File: src/rtl/exp4_unidade_controle.sv
// Moore control FSM for the memory game round: start, per-move register,
// compare and advance, ending in a win or lose state.
module exp4_unidade_controle (
    input  logic       clock,
    input  logic       reset,
    input  logic       iniciar,
    input  logic       jogada_feita,
    input  logic       igual,
    input  logic       fimC,
    output logic       zeraC,
    output logic       contaC,
    output logic       zeraR,
    output logic       registraR,
    output logic       pronto,
    output logic       acertou,
    output logic       errou,
    output logic [3:0] db_estado
);

    typedef enum logic [3:0] {
        inicial       = 4'b0000,
        preparacao    = 4'b0001,
        espera_jogada = 4'b0010,
        registra      = 4'b0100,
        comparacao    = 4'b0101,
        proximo       = 4'b0110,
        fim_acerto    = 4'b1010,
        fim_erro      = 4'b1110
    } estado_t;

    estado_t estado;
    estado_t proximo_estado;

    always_ff @(posedge clock or posedge reset) begin
        if (reset) begin
            estado <= inicial;
        end else begin
            estado <= proximo_estado;
        end
    end

    always_comb begin
        proximo_estado = inicial;
        case (estado)
            inicial:
                proximo_estado = iniciar ? preparacao : inicial;
            preparacao:
                proximo_estado = espera_jogada;
            espera_jogada:
                proximo_estado = jogada_feita ? registra : espera_jogada;
            registra:
                proximo_estado = comparacao;
            // a wrong move ends the round even on the last address
            comparacao: begin
                if (!igual) begin
                    proximo_estado = fim_erro;
                end else if (fimC) begin
                    proximo_estado = fim_acerto;
                end else begin
                    proximo_estado = proximo;
                end
            end
            proximo:
                proximo_estado = espera_jogada;
            fim_acerto:
                proximo_estado = iniciar ? preparacao : fim_acerto;
            fim_erro:
                proximo_estado = iniciar ? preparacao : fim_erro;
            default:
                proximo_estado = inicial;
        endcase
    end

    always_comb begin
        zeraC     = 1'b0;
        contaC    = 1'b0;
        zeraR     = 1'b0;
        registraR = 1'b0;
        pronto    = 1'b0;
        acertou   = 1'b0;
        errou     = 1'b0;
        case (estado)
            preparacao: begin
                zeraC = 1'b1;
                zeraR = 1'b1;
            end
            registra:
                registraR = 1'b1;
            proximo:
                contaC = 1'b1;
            fim_acerto: begin
                pronto  = 1'b1;
                acertou = 1'b1;
            end
            fim_erro: begin
                pronto = 1'b1;
                errou  = 1'b1;
            end
            default: ;
        endcase
    end

    assign db_estado = estado;

endmodule

File: config.mk
export PLATFORM = sky130hd
export DESIGN_NAME = exp4_unidade_controle
export DESIGN_NICKNAME = d
export VERILOG_FILES = /design/src/rtl/exp4_unidade_controle.sv
export SDC_FILE = /design/constraint.sdc
export NUM_CORES = 1
export LEC_CHECK = 0
export ABC_AREA = 1
export CORE_AREA = 5 5 42 44
export CTS_BUF_LIST = sky130_fd_sc_hd__clkbuf_4
export CTS_CLUSTER_DIAMETER = 120
export DETAILED_ROUTE_END_ITERATION = 8
export DIE_AREA = 0 0 47 49
export PLACE_DENSITY_LB_ADDON = 0.15
export SLEW_MARGIN = 5
export SYNTH_ARGS = -nofsm -noshare
export SYNTH_HDL_FRONTEND = slang
export SYNTH_SLANG_ARGS = --single-unit
File: constraint.sdc
create_clock -name clock -period 2.9 [get_ports clock]
set_clock_uncertainty 0.05 [all_clocks]
set_input_delay 0.58 -clock clock [delete_from_list [all_inputs] [get_ports clock]]
set_output_delay 0.58 -clock clock [all_outputs]
set_load 0.01 [all_outputs]
Yosys cells after proc, flatten, opt, wreduce, memory -nomap -nowiden
Cells that the tools add are included.
Widths: inputs -> output; s select.
- register bits: 4
- output and inout bits: 11
- logic and storage cells: 24
- equal/unequal tests: 7
- multiplexer cells: 13
- reduce and logical (&&, ||, !) cells: 3
- operators with widths (cell ; count):
    $pmux 4 s7 ; 1
    $mux 4 ; 4
    $eq 4x3->1 const B ; 3
    $eq 4x4->1 const B ; 2
    $mux 1 ; 7
    $eq 4x1->1 const B ; 1
    $eq 4x2->1 const B ; 1
    $logic_not 4->1 ; 1
    $reduce_or 2->1 ; 2
    $mux 3 ; 1

Depth between registers and ports, before layout
- depth after elaboration: 3
- depth in mapped cells: 6

Worst setup path before layout
Ideal clock, no wire load.
- kind: register -> output
- start point: register estado[0] (netlist: db_estado[0])
- end point: output port zeraR
- data arrival time: 1.234 ns
- required time: 2.270 ns
- slack: 1.036 ns
- cell stages (with the launch flop): 4
- buffers on the path: 1
- cell sequence: dfrtp_1 -> inv_2 -> nor4_1 -> buf_4
- word-level cells in the longest chain between the ends: 2
- ends and longest elaborated chain (element ; RTL line ; text):
    from (decl) ; 31 ; estado_t estado;
    from (signal assigned) ; 36 ; estado <= inicial;
    from (signal assigned) ; 38 ; estado <= proximo_estado;
    $eq 4x1->1 ; -- ;
    $mux 1 ; -- ;
    to (decl) ; 12 ; output logic zeraR,
Every way passes these cells.

Worst setup path in the final report
- start point: register estado[3] (netlist: db_estado[3])
- end point: output port zeraR
- word-level cells in the longest chain between the ends: 2
- ends and longest elaborated chain (element ; RTL line ; text):
    $eq 4x1->1 ; 82 ; case (estado)
    $mux 1 ; 82 ;
Every way passes these cells.

==> flow_metrics.py <==
metrics = {
    "finish": {
        "largest_reg_flops": 4,
        "final_net_count": 73,
        "stdcell_count": 81,
        "final_common_cell": "clkdlybuf4s50_1",
        "antenna_cells": 0,
        "synthToLayoutAreaGrowth_pct": 63.2,
        "drive_gt1_share_pct": 16.9,
        "final_cell_mix": "clkdlybuf4s50_1, nand2_1, inv_1",
        "fin_area_um2": 504,
        "num-fill-cells": 172,
        "utilization_pct": 36.0,
    },
    "pwr": {
        "leakage_nw": 0.258,
        "p_total_uw": 389,
        "p_per_area_nw_per_um2": 771,
        "peakVddDrop_uv": 341,
    },
    "placement": {
        "gp_congestion": 0.740,
        "dp_cells": 78,
        "dpl_cell_area_um2": 482,
        "place_ws_ns": 0.812,
        "post-dp-hpwl_um": 685,
        "portBuffers": 16,
    },
    "drt": {
        "drc_errors": 0,
        "vias": 340,
        "totalWireLength_um": 813,
        "ant_nets": 0,
        "wl_per_cell_um": 10.0,
        "via_per_inst": 4.20,
        "dr.pass1.iters": 2,
        "drt_iter0_drc": 3,
    },
    "critical_path": {
        "slowest_delay_ns": 0.61,
        "cp_data_required_time_ns": 2.27,
        "crit_buf_inv": 1,
        "worstPathCellList": "nor4_1 > clkdlybuf4s50_1",
        "cp_top_family": "buffers and inverters",
        "crit_type": "flip-flop to output pin",
        "worstSetupStartpoint": "db_estado[3]",
        "worst_path_max_delay_cell": "clkdlybuf4s50_1",
        "crit_arrival_ns": 1.70,
        "reg2reg_to": "db_estado[2]",
        "start_kind": "flip-flop",
        "crit_end": "zeraR",
        "reg2regPathDepth": 6,
        "worstSetupPathDepth": 2,
        "timing.rr.start": "db_estado[2]",
        "cp_max_fo": 8,
        "end_kind": "output pin",
        "r2r_slack_ns": 1.83,
    },
    "synthesis": {
        "avgSynthCellArea_um2": 6.58,
        "ys_ff_latch": 4,
        "yosysWarnings": 0,
        "syn_nets": 53,
        "synthCells": 47,
        "synth_top_area_share_pct": 32.4,
        "synth_area_leader_cell": "dfrtp_1",
        "synth_area_um2": 309,
        "synth_area_leaders": "dfrtp_1, nand2_1, inv_1, nand3_1, nand3_2",
        "synth.distinct_cells": 14,
        "yosysSeqAreaShare_pct": 32.4,
    },
    "timing": {
        "setup_slack_ns": 0.574,
        "max_clock_freq_mhz": 430,
        "finalCritPeriodShare_pct": 80.2,
        "setup_viol": 0,
        "finalMaxSlewViolations": 0,
        "setup_tns_ns": 0,
        "grt_setup_unrepaired": "false",
        "final_hold_viol_count": 0,
        "hold_ws_ns": 0.478,
        "worst_slew_pin_slew_ns": 0.352,
        "max_slew_margin_pct": 76.3,
        "finalCriticalPeriod_ns": 2.33,
    },
    "global_routing": {
        "grt_max_degree": 9,
        "track_usage_pct": 8.19,
        "grtUsageMet3_pct": 2.21,
        "antenna_found_initial": 0,
        "grt_pass1_wl_um": 1380,
        "grt-busiest-layer": "met2",
        "grt_util_met1_pct": 10.8,
        "first_global_vias": 336,
        "grt_use_met2_pct": 11.1,
        "overflow": 0,
    },
    "clock_network": {
        "numCtsBuffers": 3,
        "cts_tree": "built",
        "cts.repair.resized": 0,
        "clk-insertion-delay-late_ns": 0.23,
        "h-tree-depth": 1,
        "cts_setup_buffers": 0,
        "hold_buffers": 0,
        "clockBufferDepth": 2,
        "clkTransAtPathRegs_ns": 0.04,
        "clkSinkCount": 4,
        "cts-root-buf": "clkbuf_4",
    },
    "min_path": {
        "hold_path.class": "input pin to async pin",
    },
    "floorplanning": {
        "ios": 17,
        "fp.dieH_um": 49,
        "die_area_um2": 2300,
        "core_um2": 1400,
        "die_w_um": 47,
        "initial_core_util_pct": 22.1,
        "rows": 14,
    },
    "flow_run": {
        "drv_cap": 0,
    },
    "outcome": {
        "outcome": "finished, final reports clean",
    },
}
[layer usage]
metal / vias up / wire, um
li1: 178 / -
met1: 153 / 370
met2: 9 / 390
met3: 0 / 52
met4: 0 / 0
met5: - / 0
[cells by family after synthesis]
| group | synth area share, % |
|---|---|
| compound gates | 4.86 |
| buf+inv | 17.0 |
| flops | 32.4 |
| simple gates | 45.7 |
[worst register-to-register path, stage by stage (launching register included)]
cell and delay (ns):
dfrtp_1 0.46, inv_2 0.07, nor2_2 0.15, nand3_2 0.11
nand2_1 0.08, inv_1 0.04, nand2_1 0.05
[synthesized netlist by cell type (all sizes together)]
cell type   n
nand2      13
inv        12
nor2        7
nand3       6
dfrtp       4
o211ai      2
buf         1
nor3        1
nor4        1
[cell type report]
type | instances | area, um2 | area share [%]
clock buffers | 3 | 22.5 | 4.47
inverters | 12 | 45.0 | 8.93
multi-input cells | 30 | 156 | 31.0
flip-flops and latches | 4 | 100 | 19.9
well taps | 16 | 20.0 | 3.97
repair buffers | 16 | 160 | 31.8
[report_power, final]
group          total, mW  leakage (nW)  switching (mW)  internal (mW)
logic              0.216         0.192           0.112          0.105
clock network     0.0690        0.0138          0.0227         0.0463
registers          0.103        0.0524          0.0284         0.0750
total              0.389         0.258           0.163          0.226
[how the worst min path moves through the flow]
| stage | startpoint | end | slack (ns) |
|---|---|---|---|
| detailed placement | db_estado[1] | db_estado[1] | 0.62 |
| floorplan | reset | db_estado[0] | 0.30 |
| global placement | db_estado[0] | db_estado[1] | 0.63 |
| CTS | reset | db_estado[3] | 0.48 |
| finish | reset | db_estado[3] | 0.48 |
| global route | reset | db_estado[3] | 0.49 |
No activity file was read; power rests on OpenSTA's default activity.
